`src/rtl/dec_scan.sv`:
```
// One-hot decoder with direct-select and auto-scan modes.
// All outputs are registered one cycle after the sampled controls.
module dec_scan #(
  parameter int unsigned N    = 3,
  parameter int unsigned HOLD = 1
) (
  input  logic             clk,
  input  logic             rst_n,
  input  logic             en,
  input  logic             mode,
  input  logic [N-1:0]     sel,
  input  logic             load,
  output logic [0:2**N-1]  D,
  output logic [N-1:0]     idx,
  output logic             valid,
  output logic             wrap
);

  localparam int unsigned W  = 1 << N;
  localparam int unsigned HW = $clog2(HOLD + 1);
  localparam logic [HW-1:0] HoldLast = HW'(HOLD - 1);

  logic [N-1:0]  ptr_q, ptr_d;
  logic [HW-1:0] hcnt_q, hcnt_d;
  logic          mode_q, mode_d;
  logic          en_q, en_d;
  logic [0:W-1]  d_q, d_d;
  logic [N-1:0]  idx_q, idx_d;
  logic          valid_q, valid_d;
  logic          wrap_q, wrap_d;
  logic [N-1:0]  src;

  always_comb begin
    ptr_d  = ptr_q;
    hcnt_d = hcnt_q;
    mode_d = mode_q;
    en_d   = en;
    idx_d  = idx_q;
    wrap_d = 1'b0;
    src    = ptr_q;

    if (en) begin
      mode_d = mode;
      if (!mode || load) begin
        ptr_d  = sel;
        hcnt_d = '0;
        src    = sel;
      end else if (mode != mode_q) begin
        // Entering scan: resume from the last direct select, no step this edge.
        hcnt_d = '0;
      end else if (!en_q) begin
        // First edge after a disable only redisplays ptr; hcnt stays frozen.
        hcnt_d = hcnt_q;
      end else if (hcnt_q == HoldLast) begin
        hcnt_d = '0;
        ptr_d  = ptr_q + N'(1);
        wrap_d = &ptr_q;
        src    = ptr_q + N'(1);
      end else begin
        hcnt_d = hcnt_q + HW'(1);
      end
      idx_d = src;
    end

    for (int unsigned k = 0; k < W; k++) begin
      d_d[k] = en && (src == N'(k));
    end
    valid_d = |d_d;
  end

  always_ff @(posedge clk) begin
    if (!rst_n) begin
      ptr_q   <= '0;
      hcnt_q  <= '0;
      mode_q  <= 1'b0;
      en_q    <= 1'b0;
      d_q     <= '0;
      idx_q   <= '0;
      valid_q <= 1'b0;
      wrap_q  <= 1'b0;
    end else begin
      ptr_q   <= ptr_d;
      hcnt_q  <= hcnt_d;
      mode_q  <= mode_d;
      en_q    <= en_d;
      d_q     <= d_d;
      idx_q   <= idx_d;
      valid_q <= valid_d;
      wrap_q  <= wrap_d;
    end
  end

  assign D     = d_q;
  assign idx   = idx_q;
  assign valid = valid_q;
  assign wrap  = wrap_q;

endmodule

```
`config.mk`:
```
export PLATFORM = sky130hd
export DESIGN_NAME = dec_scan
export DESIGN_NICKNAME = d
export VERILOG_FILES = /design/src/rtl/dec_scan.sv
export SDC_FILE = /design/constraint.sdc
export NUM_CORES = 1
export LEC_CHECK = 0
export CORE_MARGIN = 4
export CORE_UTILIZATION = 40
export CTS_BUF_LIST = sky130_fd_sc_hd__clkbuf_8
export DETAILED_ROUTE_END_ITERATION = 6
export DONT_BUFFER_PORTS = 1
export GPL_TIMING_DRIVEN = 0
export PLACE_DENSITY_LB_ADDON = 0.15
export SYNTH_ARGS = -nofsm -noshare
export SYNTH_HDL_FRONTEND = slang
export SYNTH_SLANG_ARGS = --single-unit
```
`constraint.sdc`:
```
create_clock -name clk -period 2 [get_ports clk]
set_input_delay 0.5 -clock clk [delete_from_list [all_inputs] [get_ports clk]]
set_output_delay 0.5 -clock clk [all_outputs]
set_load 0.05 [all_outputs]
```
==> flow_metrics.env, run 1 <==
export IMPL_status="completed"
export IMPL_min_period_over_period=0.929
export IMPL_die_area_sq_um=2610
export IMPL_clk_transition_reported_paths_ns=0.07
export IMPL_grt_max_degree=11
export IMPL_cp_required_ns=2.15
export IMPL_htree_num_levels=1
export IMPL_async_flop_share=0
export IMPL_drc=0
export IMPL_nFillCells=173
export IMPL_cts_tree="built"
export IMPL_nNetsFinal=82
export IMPL_ys_types=26
export IMPL_synth_edf_count=0
export IMPL_critPathMaxFanout=6
export IMPL_wirelength_mm=1.40
export IMPL_hold_class="in -> reg"
export IMPL_grt_pass1_wl_mm=2.18
export IMPL_met3_usage=0.0379
export IMPL_cts_max_path_buffers=2
export IMPL_fin_skew_ns=0.00398
export IMPL_path_class="reg -> reg"
export IMPL_cts_sinks=18
export IMPL_regArea_sq_um=360
export IMPL_grt_pass1_vias=499
export IMPL_wl_per_cell_microns=14.5
export IMPL_crit_arrival_ns=2.01
export IMPL_die_x_microns=51.1
export IMPL_power_density_nw_per_um2=944
export IMPL_antenna_found_initial=0
export IMPL_switching_share=0.258
export IMPL_ctsResizeCount=0
export IMPL_dp_final_hpwl_mm=1.03
export IMPL_rsz0062_at_grt="false"
export IMPL_grtUsageMet1=0.138
export IMPL_worstMarginPinSlew_ns=0.518
export IMPL_vias_per_cell=5.24
export IMPL_max_slew_margin=0.654
export IMPL_synth_cells=67
export IMPL_syn_to_final_growth_pct=11.6
export IMPL_numCtsBuffers=3
export IMPL_fp_dieH_microns=51.1
export IMPL_io_buffers=0
export IMPL_diodes=0
export IMPL_syn_nets=77
export IMPL_placed_cells=92
export IMPL_startpoint_type="flop"
export IMPL_crit_path_end_kind="flop"
export IMPL_drt_iter0_drc=5
export IMPL_synthFlopType="dfxtp_1"
export IMPL_root_buffer="clkbuf_8"
export IMPL_dr_pass1_iters=5
export IMPL_min_period_ns=1.86
export IMPL_slew_violations=0
export IMPL_avgSynthCellArea_sq_um=11.1
export IMPL_clock_power_share=0.374
export IMPL_holdBufCountCts=0
export IMPL_p_int_w=0.000581
export IMPL_seqPwrFrac=0.537
export IMPL_dr_total_vias=503
export IMPL_grt_busiest_layer="met2"
export IMPL_setup_tns_final_ns=0
export IMPL_placement_rows=15
export IMPL_multi_input_area_sq_um=358
export IMPL_boundaryPins=21
export IMPL_leakagePower_nw=0.373
export IMPL_grtUsageMet2=0.174
export IMPL_syn_area_sq_um=743
export IMPL_hold_violations=0
export IMPL_start_util=0.426
export IMPL_instances_no_fill=96
export IMPL_pwr_share_comb=0.089
export IMPL_maxCapViolCount=0
export IMPL_ir_drop_mv=0.334
export IMPL_gp_congestion=0.705
export IMPL_postCtsSetupBuffers=0
export IMPL_max_freq_mhz=538
export IMPL_clock_latency_ns=0.25
export IMPL_ys_warn_count=0
export IMPL_p_total_w=0.000783
export IMPL_drive_above_1_share=0.197
export IMPL_switchingPower_w=0.000202
export IMPL_antenna_left=0
export IMPL_setup_viol=0
export IMPL_coreArea_sq_um=1750
export IMPL_synth_seq_cells=18
export IMPL_overflow=0
export IMPL_ys_seq_area_frac=0.485
export IMPL_grt_total_usage=0.115
==> synth_stat cells, types with 3 or more instances <==
master	number	area share
inv_1	4	0.020
and3_1	5	0.042
dfxtp_1	18	0.48
o2bb2ai_1	4	0.047
nor3_1	4	0.027
nor2b_1	3	0.025
==> cell type report <==
cell class | count | share of cell area
clock buffers | 4 | 0.0664
multi-input cells | 43 | 0.431
well taps | 25 | 0.0377
inverters | 4 | 0.0181
plain buffers | 2 | 0.0121
flip-flops and latches | 18 | 0.434
==> power by group through the flow <==
stage / sequential (W) / combinational, W / clock [W]
finish: 0.000420 / 0.0000697 / 0.000293
global route: 0.000423 / 0.0000771 / 0.000311
CTS: 0.000421 / 0.0000701 / 0.000300
detailed placement: 0.000429 / 0.0000697 / 0
global placement: 0.000429 / 0.0000683 / 0
floorplan: 0.000426 / 0.0000586 / 0
==> routing by layer <==
metal	share of wire	vias to the layer above
li1	-	252
met1	0.46	226
met2	0.45	19
met3	0.074	6
met4	0.016	0
met5	0	-
==> cells by family (layout without fill, tap and decap cells) <==
group / count (synthesis) / in the layout / synth area share
muxes: 2 / 2 / 0.0269
AOI/OAI and AO/OA: 14 / 14 / 0.212
DFF: 18 / 18 / 0.485
xor gates and xnor gates: 1 / 1 / 0.0118
buffers and inverters: 6 / 10 / 0.0337
and+or+nand+nor: 24 / 24 / 0.197
adders and majority gates: 2 / 2 / 0.0337
==> placed cells by master, fill, tap and decap left out, drive strengths merged, types with 2 or more instances in the layout <==
| master | Yosys | routed |
|---|---|---|
| o2bb2ai | 4 | 4 |
| buf | 2 | 2 |
| and2 | 2 | 2 |
| a21o | 2 | 2 |
| ha | 2 | 2 |
| nor2b | 3 | 3 |
| clkbuf | 0 | 4 |
| and3 | 6 | 6 |
| a2bb2oi | 2 | 2 |
| o21ai | 2 | 2 |
| nor3 | 5 | 5 |
| nand3b | 2 | 2 |
| mux2i | 2 | 2 |
| nor2 | 2 | 2 |
| dfxtp | 18 | 18 |
| nand2 | 3 | 3 |
| inv | 4 | 4 |
==> per-stage QoR <==
| stage | util | hold slack (ns) | cell area [sq um] | setup slack [ns] |
|---|---|---|---|---|
| after floorplan | - | 0.513 | 743 | 0.261 |
| after global placement | 0.444 | 0.547 | 774 | 0.163 |
| after detailed placement | 0.444 | 0.545 | 774 | 0.155 |
| after CTS | 0.475 | 0.361 | 830 | 0.133 |
| after global routing | 0.475 | 0.365 | 830 | 0.0291 |
| final | 0.475 | 0.366 | 830 | 0.141 |
==> flip-flops by register name, summed over array words and instances (netlist names) <==
register	flops
D	8
mode_q	1
idx	3
wrap	1
ptr_q	3
valid	1
en_q	1
==> worst max-delay path, stage by stage (launching register included) <==
cell and delay, ns:
dfxtp_1 0.37, ha_1 0.23, ha_1 0.26, and3_2 0.21, a2111oi_4 0.38, nor3_2 0.14
a21o_1 0.17
==> final timing paths <==
path	startpoint	to	slack, ns	cells past startpoint
max	ptr_q[0]	idx[2]	0.14	6
min	rst_n	ptr_q[0]	0.37	1
max reg2reg	ptr_q[0]	idx[2]	0.14	6
min reg2reg	ptr_q[2]	ptr_q[2]	0.55	1
Note: power is estimated with default switching activity, not from simulation.
==> run 2, diff against run 1 <==
--- a/config.mk
+++ b/config.mk
@@ -5,7 +5,7 @@
 export SDC_FILE = /design/constraint.sdc
 export NUM_CORES = 1
 export LEC_CHECK = 0
-export CORE_MARGIN = 4
+export CORE_MARGIN = 1.5
 export CORE_UTILIZATION = 40
 export CTS_BUF_LIST = sky130_fd_sc_hd__clkbuf_8
 export DETAILED_ROUTE_END_ITERATION = 6
==> run 2 against run 1 <==
Compared with the run above: critical path depth stayed put; power is 0.67% lower; core utilization is 0.59 points higher; setup slack worse by 0.0024 ns; non-clock buffer count stayed put; largest cell class unchanged; highest routed layer unchanged.
==> flow_metrics.env, run 2 (synthesized netlist as in run 1, its figures left out) <==
export IMPL_status="completed"
export IMPL_critPathMaxFanout=6
export IMPL_largest_reg_flops=8
export IMPL_syn_to_final_growth_pct=11.8
export IMPL_wl_per_cell_microns=13.3
export IMPL_drt_iter0_drc=6
export IMPL_die_area_sq_um=2130
export IMPL_drc=0
export IMPL_slowest_stage="a2111oi_4"
export IMPL_path_common_cell="ha_1"
export IMPL_boundaryPins=21
export IMPL_antenna_found_initial=0
export IMPL_max_slew_margin=0.663
export IMPL_hold_class="in -> reg"
export IMPL_layout_common_cells="dfxtp_1 (17), and3_1 (5)"
export IMPL_cts_max_path_buffers=2
export IMPL_clk_transition_reported_paths_ns=0.07
export IMPL_clock_latency_ns=0.25
export IMPL_worstSetupEndpoint="D[6]"
export IMPL_dr_pass1_iters=3
export IMPL_rsz0062_at_grt="false"
export IMPL_final_common_cell="dfxtp_1"
export IMPL_rrSetupSlack_ns=0.14
export IMPL_root_buffer="clkbuf_8"
export IMPL_start_util=0.430
export IMPL_crit_arrival_ns=2.00
export IMPL_coreArea_sq_um=1730
export IMPL_nNetsFinal=82
export IMPL_worstMarginPinSlew_ns=0.504
export IMPL_crit_path_end_kind="flop"
export IMPL_grt_total_usage=0.138
export IMPL_reg2reg_depth=6
export IMPL_grt_pass1_vias=475
export IMPL_hold_ws_ns=0.366
export IMPL_overflow=0
export IMPL_critPathLaunch="ptr_q[0]"
export IMPL_clock_power_share=0.371
export IMPL_dr_total_vias=486
export IMPL_placement_rows=15
export IMPL_path_class="reg -> reg"
export IMPL_drive_above_1_share=0.211
export IMPL_timing_rr_start="ptr_q[0]"
export IMPL_switchingPower_w=0.000196
export IMPL_met3_length_microns=68
export IMPL_numCtsBuffers=3
export IMPL_route_top_layer_used="met4"
export IMPL_met1_length_microns=612
export IMPL_instances_no_fill=96
export IMPL_switching_share=0.252
export IMPL_min_period_ns=1.86
export IMPL_cts_sinks=18
export IMPL_hold_violations=0
export IMPL_p_int_w=0.000582
export IMPL_max_freq_mhz=537
export IMPL_die_x_microns=46.1
export IMPL_grt_pass1_wl_mm=2.02
export IMPL_ir_drop_mv=0.410
export IMPL_final_setup_worst_slack_ns=0.139
export IMPL_htree_num_levels=1
export IMPL_vias_per_cell=5.06
export IMPL_grt_max_degree=11
export IMPL_placed_cells=92
export IMPL_crit_chain="ha_1 -> ha_1 -> and3_2 -> a2111oi_4 -> nor3_2 -> and3_1"
export IMPL_diodes=0
export IMPL_post_place_ws_ns=0.132
export IMPL_fp_dieH_microns=46.1
export IMPL_fin_skew_ns=0.00449
export IMPL_p_total_w=0.000778
export IMPL_io_buffers=0
export IMPL_wirelength_mm=1.27
export IMPL_leakagePower_nw=0.373
export IMPL_gp_congestion=0.707
export IMPL_antenna_left=0
export IMPL_dp_final_hpwl_microns=999
export IMPL_cp_required_ns=2.14
export IMPL_cts_tree="built"
export IMPL_setup_tns_final_ns=0
export IMPL_r2r_end="D[6]"
export IMPL_max_stage_delay_ns=0.39
export IMPL_power_density_nw_per_um2=937
export IMPL_setup_viol=0
export IMPL_maxCapViolCount=0
export IMPL_seqPwrFrac=0.541
export IMPL_pwr_share_comb=0.088
export IMPL_min_period_over_period=0.931
export IMPL_holdBufCountCts=0
export IMPL_startpoint_type="flop"
export IMPL_slew_violations=0
export IMPL_wl_met2_microns=570
export IMPL_nFillCells=184
## run 2: worst min path at each step
stage,from,to,slack [ns],cells after the start
final,rst_n,ptr_q[0],0.37,1
after global routing,rst_n,ptr_q[1],0.36,1
after CTS,rst_n,ptr_q[0],0.36,1
after detailed placement,mode_q,mode_q,0.55,2
after global placement,mode_q,mode_q,0.54,2
after floorplan,ptr_q[2],ptr_q[2],0.51,1
## run 2: critical path: cells and delay by family, from the launching register on
kind                       cells  cell delay, ns
AOI/OAI and AO/OA              1            0.39
DFF                            1            0.35
and+or+nand+nor                3            0.53
adders and majority gates      2            0.48
## run 2: layer usage
| layer | vias up | global-route usage |
|---|---|---|
| met5 | - | 0 |
| met4 | 0 | 0.0857 |
| met3 | 2 | 0.0392 |
| met2 | 15 | 0.206 |
| met1 | 222 | 0.174 |
| li1 | 247 | - |
## run 2: final cells by class
type	instances	area, sq um	share of cell area
tap	25	31.3	0.0377
buffer	2	10.0	0.0120
multi-input combinational	43	358	0.431
inverter	4	15.0	0.0181
clock buffer	4	55.1	0.0663
sequential	18	362	0.435
## run 2: power by group through the flow
stage	Clock (W)	Sequential, W	Combinational, W
after floorplan	0	0.000426	0.0000586
final	0.000289	0.000421	0.0000688
after global routing	0.000315	0.000423	0.0000768
after detailed placement	0	0.000429	0.0000695
after CTS	0.000297	0.000420	0.0000700
after global placement	0	0.000428	0.0000681
## run 2: timing repair
action                                  4_1_cts  5_1_grt
endpoints found under the setup margin        0        6
resized for setup                             0        1
buffers inserted                              0        0
## run 2: through the flow
| stage | area (sq um) | util |
|---|---|---|
| 2_1_floorplan | 743 | - |
| 3_3_place_gp | 774 | 0.449 |
| 3_5_place_dp | 774 | 0.449 |
| 4_1_cts | 830 | 0.480 |
| 5_1_grt | 831 | 0.481 |
| 6_report | 831 | 0.481 |
==> run 3, diff against run 2 <==
--- a/config.mk
+++ b/config.mk
@@ -6,12 +6,11 @@
 export NUM_CORES = 1
 export LEC_CHECK = 0
 export CORE_MARGIN = 1.5
-export CORE_UTILIZATION = 40
+export CORE_UTILIZATION = 36
 export CTS_BUF_LIST = sky130_fd_sc_hd__clkbuf_8
 export DETAILED_ROUTE_END_ITERATION = 6
 export DONT_BUFFER_PORTS = 1
 export GPL_TIMING_DRIVEN = 0
-export PLACE_DENSITY_LB_ADDON = 0.15
 export SYNTH_ARGS = -nofsm -noshare
 export SYNTH_HDL_FRONTEND = slang
 export SYNTH_SLANG_ARGS = --single-unit
==> run 3 against run 2 <==
Compared with the run above: die area is 10% higher; flip-flop and latch count stayed put; non-clock buffer count stayed put; register-to-register slack better by 0.02 ns; largest cell class unchanged; count of clock-buffer cells in the layout stayed put; final cell count is 2.1% higher; via count is 2.7% higher; highest routed layer unchanged; clock power is 2% higher; power is 0.52% higher; sequential power hardly changed; setup slack better by 0.017 ns; hold slack worse by 0.0018 ns; largest power group unchanged.
==> flow_metrics.env, run 3 (synthesized netlist as in run 1, its figures left out) <==
export IMPL_path_common_cell="ha_1"
export IMPL_hold_class="in -> reg"
export IMPL_grtUsageMet1=0.125
export IMPL_fp_dieH_microns=48.4
export IMPL_die_x_microns=48.4
export IMPL_postCtsSetupBuffers=0
export IMPL_crit_path_end_kind="flop"
export IMPL_layout_common_cells="dfxtp_1 (18), and3_1 (5)"
export IMPL_setup_tns_final_ns=0
export IMPL_power_density_nw_per_um2=940
export IMPL_dr_total_vias=499
export IMPL_coreArea_sq_um=1960
export IMPL_drt_iter0_drc=6
export IMPL_grtUsageMet2=0.185
export IMPL_grt_busiest_layer="met2"
export IMPL_crit_arrival_ns=1.99
export IMPL_largest_reg_flops=8
export IMPL_min_period_over_period=0.922
export IMPL_final_util=0.424
export IMPL_maxCapViolCount=0
export IMPL_ir_drop_mv=0.357
export IMPL_syn_to_final_growth_pct=12.0
export IMPL_grt_total_usage=0.120
export IMPL_nNetsFinal=82
export IMPL_min_period_ns=1.84
export IMPL_met3_usage=0.0370
export IMPL_gp_congestion=0.775
export IMPL_max_stage_delay_ns=0.38
export IMPL_slew_violations=0
export IMPL_cts_max_path_buffers=2
export IMPL_clk_transition_reported_paths_ns=0.07
export IMPL_regArea_sq_um=360
export IMPL_htree_num_levels=1
export IMPL_p_total_w=0.000782
export IMPL_status="completed"
export IMPL_nFillCells=203
export IMPL_numCtsBuffers=3
export IMPL_path_class="reg -> reg"
export IMPL_die_area_sq_um=2350
export IMPL_fin_skew_ns=0.00196
export IMPL_grt_max_degree=11
export IMPL_worstMarginPinSlew_ns=0.505
export IMPL_drive_above_1_share=0.197
export IMPL_multi_input_area_sq_um=358
export IMPL_final_common_cell="dfxtp_1"
export IMPL_hold_violations=0
export IMPL_cts_tree="built"
export IMPL_vias_per_cell=5.09
export IMPL_grt_pass1_wl_mm=2.04
export IMPL_placed_cells=94
export IMPL_holdBufCountCts=0
export IMPL_slowest_stage="a2111oi_4"
export IMPL_leakagePower_nw=0.373
export IMPL_drc=0
export IMPL_instances_no_fill=98
export IMPL_max_freq_mhz=542
export IMPL_antenna_left=0
export IMPL_root_buffer="clkbuf_8"
export IMPL_cts_sinks=18
export IMPL_max_slew_margin=0.663
export IMPL_boundaryPins=21
export IMPL_wirelength_mm=1.31
export IMPL_diodes=0
export IMPL_rsz0062_at_grt="false"
export IMPL_placement_rows=16
export IMPL_ctsResizeCount=0
export IMPL_io_buffers=0
export IMPL_critPathMaxFanout=6
export IMPL_overflow=0
export IMPL_grt_pass1_vias=453
export IMPL_cp_required_ns=2.15
export IMPL_antenna_found_initial=0
export IMPL_wl_per_cell_microns=13.3
export IMPL_setup_viol=0
export IMPL_clock_latency_ns=0.25
export IMPL_dr_pass1_iters=4
export IMPL_startpoint_type="flop"
export IMPL_start_util=0.379
export IMPL_dp_final_hpwl_microns=980
export IMPL_crit_chain="ha_1 -> ha_1 -> and3_2 -> a2111oi_4 -> nor3_2 -> and3_1"
==> run 3: changes by cell type in the layout (fill, tap and decap cells not counted) <==
| cell | before | now |
|---|---|---|
| dfxtp_1 | 17 | 18 |
| dfxtp_2 | 1 | 0 |
==> run 3: path summary, 6_finish.rpt <==
check                           startpoint  endpoint  slack [ns]  cells after the start
worst max-delay path              ptr_q[0]      D[4]        0.16                      6
worst min-delay path                 rst_n  ptr_q[1]        0.36                      1
worst max register to register    ptr_q[0]      D[4]        0.16                      6
worst min register to register    ptr_q[2]  ptr_q[2]        0.56                      1
==> run 3: routing by layer <==
metal,part of all wire,vias to the layer above
li1,-,246
met1,0.43,236
met2,0.47,12
met3,0.053,5
met4,0.041,0
met5,0,-
==> run 3: per-stage QoR <==
stage	cell area (sq um)	hold WS [ns]	setup WS, ns
6_report	832	0.364	0.156
5_1_grt	832	0.362	0.0964
3_5_place_dp	777	0.555	0.162
4_1_cts	832	0.359	0.148
3_3_place_gp	777	0.542	0.168
2_1_floorplan	743	0.513	0.261
==> run 3: cell type report <==
cell class                      count  area share
Sequential cell                    18       0.433
Inverter                            4      0.0180
Buffer                              2      0.0120
Multi-Input combinational cell     43       0.430
Tap cell                           27      0.0406
Clock buffer                        4      0.0662
==> run 3: report_power, final <==
part / switching, W / internal (W)
Combinational: 0.0000365 / 0.0000317
Sequential: 0.0000454 / 0.000375
Clock: 0.000119 / 0.000175
==> run 3: worst max-delay path: cells and delay by family (launching register included) <==
family / cells / cell delay [ns]
AO/OA/AOI/OAI: 1 / 0.38
adder cells (fa/ha/maj): 2 / 0.48
flip-flops: 1 / 0.36
AND/OR/NAND/NOR: 3 / 0.50
